### src/rtl/axi_rd_arbiter_if.sv
// rtl/axi_rd_arbiter_if.sv - AXI read-address and read-data channel bundle for axi_rd_arbiter
interface axi_rd_arbiter_if;
  logic [3:0]  arid;
  logic [31:0] araddr;
  logic [7:0]  arlen;
  logic [2:0]  arsize;
  logic [1:0]  arburst;
  logic        arvalid;
  logic        arready;
  logic [3:0]  rid;
  logic [31:0] rdata;
  logic        rlast;
  logic        rvalid;
  logic        rready;

  modport master (
    output arid, araddr, arlen, arsize, arburst, arvalid,
    input  arready,
    input  rid, rdata, rlast, rvalid,
    output rready
  );

  modport slave (
    input  arid, araddr, arlen, arsize, arburst, arvalid,
    output arready,
    output rid, rdata, rlast, rvalid,
    input  rready
  );
endinterface

### src/rtl/axi_rd_arbiter.sv
// rtl/axi_rd_arbiter.sv - two-requester AXI read arbiter with 256-bit line assembly; RD_ARB_ROUND_ROBIN_EN selects round-robin arbitration
module axi_rd_arbiter (
  input  logic                  aclk,
  input  logic                  aresetn,
  input  logic                  flush,
  input  logic                  ird_req,
  input  logic [31:0]           ird_addr,
  input  logic [7:0]            ird_len,
  output logic                  ird_valid,
  output logic [255:0]          ird_data,
  input  logic                  drd_req,
  input  logic [31:0]           drd_addr,
  input  logic [7:0]            drd_len,
  input  logic [2:0]            drd_arsize,
  output logic                  drd_valid,
  output logic [255:0]          drd_data,
  axi_rd_arbiter_if.master      axi
);

  localparam logic [1:0] IDLE = 2'd0;
  localparam logic [1:0] ADDR = 2'd1;
  localparam logic [1:0] DATA = 2'd2;
  localparam logic [1:0] RET  = 2'd3;

  logic [1:0]   state;
  logic         owner;      // 0 = instruction, 1 = data; doubles as arid
  logic [31:0]  addr_q;
  logic [7:0]   len_q;
  logic [2:0]   size_q;
  logic [2:0]   cnt;
  logic         flushed;    // instruction burst already on the bus when flush arrived
  logic [255:0] line;
  logic [255:0] line_nxt;
  logic         i_req;
  logic         pick_data;
  logic         beat_ok;
  logic         last_ok;

  // A flushed instruction request is never granted, so data can still win that cycle
  assign i_req = ird_req && !flush;

`ifdef RD_ARB_ROUND_ROBIN_EN
  logic last_data;

  // On a tie, the requester not served last wins; starts as "data served last"
  assign pick_data = drd_req && (!i_req || !last_data);

  // Remember which requester was granted most recently
  always_ff @(posedge aclk) begin
    if (!aresetn) begin
      last_data <= 1'b1;
    end else if (state == IDLE && (i_req || drd_req)) begin
      last_data <= pick_data;
    end
  end
`else
  assign pick_data = drd_req;
`endif

  // Only beats carrying the owner's id land in the line; foreign ids are drained
  assign beat_ok = (state == DATA) && axi.rvalid && (axi.rid == {3'b000, owner});
  assign last_ok = beat_ok && axi.rlast;

  assign axi.arvalid = (state == ADDR);
  assign axi.rready  = (state == DATA);
  assign axi.arid    = {3'b000, owner};
  assign axi.araddr  = addr_q;
  assign axi.arlen   = len_q;
  assign axi.arsize  = size_q;
  assign axi.arburst = 2'b01;

  // Line with the current beat merged in; untouched words keep old contents
  always_comb begin
    line_nxt = line;
    if (beat_ok) begin
      line_nxt[{cnt, 5'd0} +: 32] = axi.rdata;
    end
  end

  // Transaction FSM, line assembly and return pulses
  always_ff @(posedge aclk) begin
    if (!aresetn) begin
      state     <= IDLE;
      owner     <= 1'b0;
      addr_q    <= '0;
      len_q     <= '0;
      size_q    <= '0;
      cnt       <= '0;
      flushed   <= 1'b0;
      line      <= '0;
      ird_valid <= 1'b0;
      drd_valid <= 1'b0;
      ird_data  <= '0;
      drd_data  <= '0;
    end else begin
      ird_valid <= 1'b0;
      drd_valid <= 1'b0;
      line      <= line_nxt;
      case (state)
        IDLE: begin
          if (i_req || drd_req) begin
            owner   <= pick_data;
            addr_q  <= pick_data ? drd_addr : ird_addr;
            len_q   <= pick_data ? drd_len : ird_len;
            size_q  <= pick_data ? drd_arsize : 3'b010;
            cnt     <= '0;
            flushed <= 1'b0;
            state   <= ADDR;
          end
        end
        ADDR: begin
          // A handshake in the same cycle as flush wins: the slave has the AR
          if (axi.arready) begin
            state <= DATA;
          end else if (flush && !owner) begin
            state <= IDLE;
          end
        end
        DATA: begin
          if (flush && !owner) begin
            flushed <= 1'b1;
          end
          if (beat_ok) begin
            cnt <= cnt + 3'd1;
          end
          // The return pulse is raised on entry to RET so it is high for exactly the RET cycle
          if (last_ok) begin
            state <= RET;
            if (owner) begin
              drd_valid <= 1'b1;
              drd_data  <= line_nxt;
            end else if (!(flushed || flush)) begin
              ird_valid <= 1'b1;
              ird_data  <= line_nxt;
            end
          end
        end
        default: begin
          state <= IDLE;
        end
      endcase
    end
  end

endmodule

### src/flat_wrapper.sv
// flat-port wrapper written by rule: the top's interface ports become plain ports
module axi_rd_arbiter_flat 
  (aclk, aresetn, flush, ird_req, ird_addr, ird_len, ird_valid, ird_data, drd_req, drd_addr, drd_len, drd_arsize, drd_valid, drd_data, axi_arid, axi_araddr, axi_arlen, axi_arsize, axi_arburst, axi_arvalid, axi_arready, axi_rid, axi_rdata, axi_rlast, axi_rvalid, axi_rready);
  axi_rd_arbiter_if axi_i ();
  input  logic aclk;
  input  logic aresetn;
  input  logic flush;
  input  logic ird_req;
  input  logic [31:0] ird_addr;
  input  logic [7:0] ird_len;
  output logic ird_valid;
  output logic [255:0] ird_data;
  input  logic drd_req;
  input  logic [31:0] drd_addr;
  input  logic [7:0] drd_len;
  input  logic [2:0] drd_arsize;
  output logic drd_valid;
  output logic [255:0] drd_data;
  output wire logic [$bits(axi_i.arid)-1:0] axi_arid;
  output wire logic [$bits(axi_i.araddr)-1:0] axi_araddr;
  output wire logic [$bits(axi_i.arlen)-1:0] axi_arlen;
  output wire logic [$bits(axi_i.arsize)-1:0] axi_arsize;
  output wire logic [$bits(axi_i.arburst)-1:0] axi_arburst;
  output wire logic [$bits(axi_i.arvalid)-1:0] axi_arvalid;
  input wire logic [$bits(axi_i.arready)-1:0] axi_arready;
  input wire logic [$bits(axi_i.rid)-1:0] axi_rid;
  input wire logic [$bits(axi_i.rdata)-1:0] axi_rdata;
  input wire logic [$bits(axi_i.rlast)-1:0] axi_rlast;
  input wire logic [$bits(axi_i.rvalid)-1:0] axi_rvalid;
  output wire logic [$bits(axi_i.rready)-1:0] axi_rready;
  assign axi_arid = axi_i.arid;
  assign axi_araddr = axi_i.araddr;
  assign axi_arlen = axi_i.arlen;
  assign axi_arsize = axi_i.arsize;
  assign axi_arburst = axi_i.arburst;
  assign axi_arvalid = axi_i.arvalid;
  assign axi_i.arready = axi_arready;
  assign axi_i.rid = axi_rid;
  assign axi_i.rdata = axi_rdata;
  assign axi_i.rlast = axi_rlast;
  assign axi_i.rvalid = axi_rvalid;
  assign axi_rready = axi_i.rready;
  axi_rd_arbiter u_core (.aclk(aclk), .aresetn(aresetn), .flush(flush), .ird_req(ird_req), .ird_addr(ird_addr), .ird_len(ird_len), .ird_valid(ird_valid), .ird_data(ird_data), .drd_req(drd_req), .drd_addr(drd_addr), .drd_len(drd_len), .drd_arsize(drd_arsize), .drd_valid(drd_valid), .drd_data(drd_data), .axi(axi_i));
endmodule
### config.mk
export PLATFORM = sky130hd
export DESIGN_NAME = axi_rd_arbiter_flat
export DESIGN_NICKNAME = d
export VERILOG_FILES = /design/src/rtl/axi_rd_arbiter_if.sv /design/src/rtl/axi_rd_arbiter.sv /design/src/flat_wrapper.sv
export SDC_FILE = /design/constraint.sdc
export NUM_CORES = 1
export LEC_CHECK = 0
export BUFFER_PORTS_ARGS = -buffer_cell sky130_fd_sc_hd__clkbuf_2
export CORE_MARGIN = 3
export CORE_UTILIZATION = 29
export DETAILED_ROUTE_END_ITERATION = 16
export GPL_TIMING_DRIVEN = 0
export HOLD_SLACK_MARGIN = 0.02
export PLACE_DENSITY_LB_ADDON = 0.15
export SLEW_MARGIN = 30
export SYNTH_ARGS = -nofsm -noshare
export SYNTH_HDL_FRONTEND = slang
export SYNTH_SLANG_ARGS = --single-unit
export TNS_END_PERCENT = 1
### constraint.sdc
create_clock -name aclk -period 5.2 [get_ports aclk]
set_clock_uncertainty 0.1 [all_clocks]
set_input_delay 1.04 -clock aclk [delete_from_list [all_inputs] [get_ports aclk]]
set_output_delay 1.04 -clock aclk [all_outputs]
set_load 0.005 [all_outputs]
# After elaboration in Yosys (flattened, before gate mapping)
# Cells that the tools add are included.
# op_classes
add_sub_neg	2
shift	2
reduce_logical	19
muxes	18
n_eq_ne	8
bitwise_logic	5
# op_table
op	n
bitwise mux 256 bit	1
2-to-1 mux 256 bit	1
variable shift 32 x 10 -> 256 bit (first input constant)	1
indexed part select 32 x 10 -> 256 bit	1
2-to-1 mux 32 bit	1
AND reduction 3 bit	5
negation 8 -> 10 bit	1
2-to-1 mux 3 bit	3
2-to-1 mux 2 bit	4
2-to-1 mux 8 bit	1
inequality test 2 x 1 -> 1 bit (second input constant)	4
case mux 2 bit (3 select lines)	1
case mux 3 bit (2 select lines)	1
logical AND 1 bit	5
NOT 1 bit	5
equality test 4 x 1 -> 1 bit	1
2-to-1 mux 1 bit	4
AND reduction 4 bit	1
OR reduction 4 bit	1
adder 3 x 1 -> 3 bit (second input constant)	1
inequality test 3 x 1 -> 1 bit (second input constant)	1
equality test 2 x 1 -> 1 bit (second input constant)	1
equality test 2 bit (second input constant)	1
zero test 1 bit	2
other kinds (5)	6
# totals
reg_bits	820
output_inout_bits	565
elab_cells	66
input_bits	127

# Logic depth before layout (Yosys ltp)
# depth
depth_word	6
mapped_depth	11
ltp_nobuf	7

# Worst setup path before layout
# Ideal clock, no wire load.
# synth_path
path_type	flip-flop to flip-flop
start	register u_core.cnt[0]
end	register u_core.ird_data[194]
path_slack_ns	1.955
stages_incl_launch_ff	12
synth_period_minus_slack_ns	3.245
path_buffers	4
required_ns	4.966
t_arrival_ns	3.011
cell_sequence	dfxtp_1 clkbuf_1 clkbuf_1 inv_1 ha_1 ha_1 clkbuf_1 or4bb_1 nor4_4 buf_6 mux2i_1 a211oi_1
# synth_between
elab_chain_cells	4
word_cells_on_any_way	5
classes_between	1 x add/sub; 2 x shift; 2 x mux
# synth_rtl
item	line_no	source
start, declared	axi_rd_arbiter.sv:30	logic [2:0] cnt;
start signal, assigned	axi_rd_arbiter.sv:124	cnt <= cnt + 3'd1;
negation 8 -> 10 bit *	axi_rd_arbiter.sv:76	line_nxt[{cnt, 5'd0} +: 32] = axi.rdata;
indexed part select 32 x 10 -> 256 bit or variable shift 32 x 10 -> 256 bit (tied branches)	axi_rd_arbiter.sv:76	
bitwise mux 256 bit *	axi_rd_arbiter.sv:76	
2-to-1 mux 256 bit *	axi_rd_arbiter.sv:75	if (beat_ok) begin
end signal, assigned	axi_rd_arbiter.sv:134	ird_data <= line_nxt;
end, declared	axi_rd_arbiter.sv:10	output logic [255:0] ird_data,
# Every way passes the cells marked *; elsewhere a longest branch is shown, timed or not.
# A chain may end at the register's enable or synchronous reset.

# Worst setup path in the final report
# layout_path
start	register u_core.cnt[0]
end	register u_core.ird_data[99]
# Same word-level chain as after synthesis.

==> out/summary.md <==
The region available for standard cell placement spans 100900 um^2. For the first-pass GRT wire length, the log shows 207200 um. By area the synthesized netlist is led by sky130_fd_sc_hd__dfxtp_1, sky130_fd_sc_hd__a21oi_1, sky130_fd_sc_hd__o21ai_0. The number of antenna violations at the first check in global routing is 26, and the power per standard cell area is 365.7 nW/um^2. TritonCTS built the clock tree. The startpoint type of the worst setup path is a flop.

Measured against its own limit, the worst slew margin works out to 32.75%. The overall overflow remaining after global route was 0. The number of sinks on the clock net was 820; the post-route minimum period was 4.479 ns. The depth of the worst register-to-register path is 11. The internal power of the cells totals 10.64 mW. The required time at the worst-slack endpoint was 5.62 ns.

The standby leakage power is 14.96 nW. The number of cells traversed by the worst hold path was 2. In this run the cell area of the synthesized design comes to 29720 um^2.

The run gives 10540 as the filler cell count. The storage element area is 16420 um^2, and the port buffer count is 684. The maximum root-to-sink buffer count is 3, and the area of the multi-input gates is 11900 um^2. By instance count, the cell type seen most on the critical path is sky130_fd_sc_hd__clkbuf_1. The tools report the via count as 28470.

The via count of the first global-routing pass came out at 27280. Setup violations remaining at the end of the flow were counted as 0. The critical path in this run is classified as reg2reg.

The height of the die is 326.2 um. Clock-pin slew was measured on the worst setup and hold paths at 0.07 ns. In the synthesized netlist, the number of instances is 3118. The count of state elements after synthesis is 820. The type of element capturing the critical path was a flop. The max-slew violation total from the final report came out at 0. The number of stages on the worst setup path is 11.

The tree is rooted in a sky130_fd_sc_hd__clkbuf_16. The portion of the clock cycle consumed by the worst path in the final layout came out at 86.13%. The floorplan step defined a die boundary enclosing 106400 um^2. The clock network latency to the later pin of the worst-skew pair is 0.68 ns, and the biggest cell delay along the critical path is 0.65 ns. For this run, the register share of the synthesized area comes to 55.23%.

Post-CTS timing repair inserted 0 buffers for setup. The floorplan has 116 rows. The final number of hold-violating endpoints was 0.

The width of the die is 326.2 um. The area growth from synthesis to layout is 28.33%. Among cell families on the critical path, the largest total delay comes from buffers and inverters.

Net switching power: 3.311 mW. The combinational share of power is 4.7%. The post-synthesis area per instance is 9.533 um^2, and the fraction of layout instances using a drive strength above 1 is 23.84%. The number of top-level pins is 692, and the measured slew at the worst slew-check pin is 1.005 ns. Setup repair after global routing left no endpoint under its margin.

The tools report the H-tree level count as 3. Together, buffers and inverters on the worst path number 5. Data on the critical path arrives at its endpoint at 4.89 ns. After detailed routing, the average wire length per cell comes to 27.71 um. The flow ran to the end, and the final reports show no timing, DRC or antenna violations.

Sequential cell fraction of total power: 45.6%. The slowest stage of the critical path belongs to the cell sky130_fd_sc_hd__nor4_4. The path class of the tightest hold or removal check is reg2reg. Post-detailed-route DRC marker count: 0. Entering global routing, the biggest net connects 14 pins. Across all setup checks in the final design, the least slack found is 0.7211 ns. The share of synthesized area in the top cell type comes to 55.23%. The logs give 93 for the CTS buffer count and 49.7% for the clock power share. The pre-CTS worst setup slack was 0.7629 ns; the global placement routability congestion was 0.9056. The worst hold margin was 0.3992 ns; the number of warnings issued by yosys was 0.

After detailed routing, the total wire length is 148100 um. The number of distinct library cells after synthesis was 45; the aggregate negative setup slack was 0 ns. The detailed-router iteration count before antenna repair is 5, and the maximum fanout along the worst path is 10. The average via count per standard cell came out at 5.327. The number of nets still failing antenna checks after routing is 0. For this run, the total global-route usage over all layers was measured as 26.71%.

The run gives 5344 as the number of standard cells in the final layout excluding fillers. After legalization and detailed placement, the total HPWL measured 110300 um. Summed over all instances, the cell type with the most area after synthesis is sky130_fd_sc_hd__dfxtp_1. Reported max-cap violation count: 0.

IR analysis of the VDD net gives a maximum drop of 0.2301 mV. Traced cell by cell, the critical path runs through clkbuf_1 > clkbuf_1 > inv_1 > ha_1 > ha_1 > clkbuf_1 > nand4b_1 > nor4_4 > buf_6 > mux2i_1 > a211oi_1. Placed instance count: 5163. The net switching share of the total power is 23.73%.

For this design, the CTS-stage hold fixing added 0 buffers. Gates resized during post-CTS repair numbered 0. After the last flow step, the layout net total stands at 4035.

For this block, the initial DRC count from the detailed router was 2461. The initial utilization of the core area, before any placement, comes to 29.47%. Based on the critical path, the design can be clocked at up to 223.3 MHz.
## through the flow
| stage | area, um^2 | util, % | power [mW] |
|---|---|---|---|
| finish | 38150 | 37.82 | 13.95 |
| floorplan | 29740 | - | 6.773 |
| global route | 38120 | 37.79 | 14.35 |
| detailed placement | 34900 | 34.60 | 7.152 |
| CTS | 38110 | 37.78 | 14.06 |
| global placement | 34860 | 34.56 | 7.151 |
## path summary, 6_finish.rpt
| kind | startpoint | endpoint | slack, ns |
|---|---|---|---|
| hold reg to reg | u_core.axi.arsize[2] | u_core.axi.arsize[2] | 0.40 |
| hold / removal | u_core.axi.arsize[2] | u_core.axi.arsize[2] | 0.40 |
| setup reg to reg | u_core.cnt[0] | u_core.ird_data[99] | 0.72 |
| setup / recovery | u_core.cnt[0] | u_core.ird_data[99] | 0.72 |
## registers in the layout, indices dropped and copies added (netlist names)
signal,flops
u_core.owner,1
u_core.drd_valid,1
u_core.line,256
u_core.ird_valid,1
u_core.axi.araddr,32
u_core.drd_data,256
u_core.axi.arsize,3
u_core.state,2
u_core.flushed,1
u_core.axi.arlen,8
u_core.ird_data,256
u_core.cnt,3
## final cells by class
type / count / share of cell area, %
timing repair buffer: 685 / 8.994
sequential: 820 / 43.03
inverter: 5 / 0.04920
multi-input combinational: 1964 / 31.19
clock buffer: 136 / 7.269
buffer: 332 / 3.779
tap: 1357 / 4.451
antenna: 11 / 0.07216
clock inverter: 34 / 1.158
## Yosys cell counts (all sizes together)
cell	instances
dfxtp	820
a21oi	515
o21ai	386
clkbuf	233
nor2	177
a211oi	168
mux2i	168
nand3	133
a311oi	128
a31oi	128
buf	99
and2	60
and3	32
nor3b	13
ha	7
nand2	6
inv	5
nor2b	4
nor4	4
nand2b	3
nor3	3
nor4b	3
xnor2	3
a32oi	2
conb	2
nand4	2
nand4b	2
or4bb	2
a221oi	1
a22oi	1
and4	1
nand3b	1
o21a	1
o221a	1
or3	1
or3b	1
or4b	1
xor2	1
## logic make-up (layout without fill, tap and decap cells)
kind of cell / Yosys count / count (layout) / synth area share, %
buf+inv: 337 / 1192 / 4.862
fa+ha+maj: 7 / 7 / 0.2946
simple gates: 449 / 449 / 7.762
xor+xnor: 4 / 4 / 0.1179
compound gates: 1331 / 1331 / 26.06
other cells: 2 / 16 / 0.02527
mux: 168 / 168 / 5.657
flops: 820 / 820 / 55.23
## per-layer routing
metal,vias up,global-route usage (%),wire [um]
li1,13140,-,-
met1,14000,35.71,64610
met2,1132,42.57,67120
met3,199,6.280,11540
met4,0,8.268,4812
met5,-,0,0
## power groups by stage
stage	clock network, mW	logic [mW]	registers [mW]
floorplan	0	0.273	6.50
global placement	0	0.652	6.50
detailed placement	0	0.651	6.50
CTS	7.05	0.654	6.36
global route	7.29	0.695	6.37
finish	6.93	0.656	6.36
## layout by cell type (no fill, tap or decap), drive strengths merged, types with 3 or more instances in the layout
cell / instances
a211oi: 168
a21oi: 515
a311oi: 128
a31oi: 128
and2: 60
and3: 32
buf: 100
bufinv: 9
clkbuf: 1053
clkinv: 20
conb: 5
dfxtp: 820
diode: 11
ha: 7
inv: 8
mux2i: 168
nand2: 6
nand2b: 3
nand3: 133
nor2: 177
nor2b: 4
nor3: 3
nor3b: 13
nor4: 4
nor4b: 3
o21ai: 386
xnor2: 3
## worst min-delay path, stage by stage, from the launching register on
cell	delay, ns
sky130_fd_sc_hd__dfxtp_1	0.33
sky130_fd_sc_hd__a32oi_1	0.06
sky130_fd_sc_hd__nor2_1	0.08
Power figures use the tool's default switching activity.
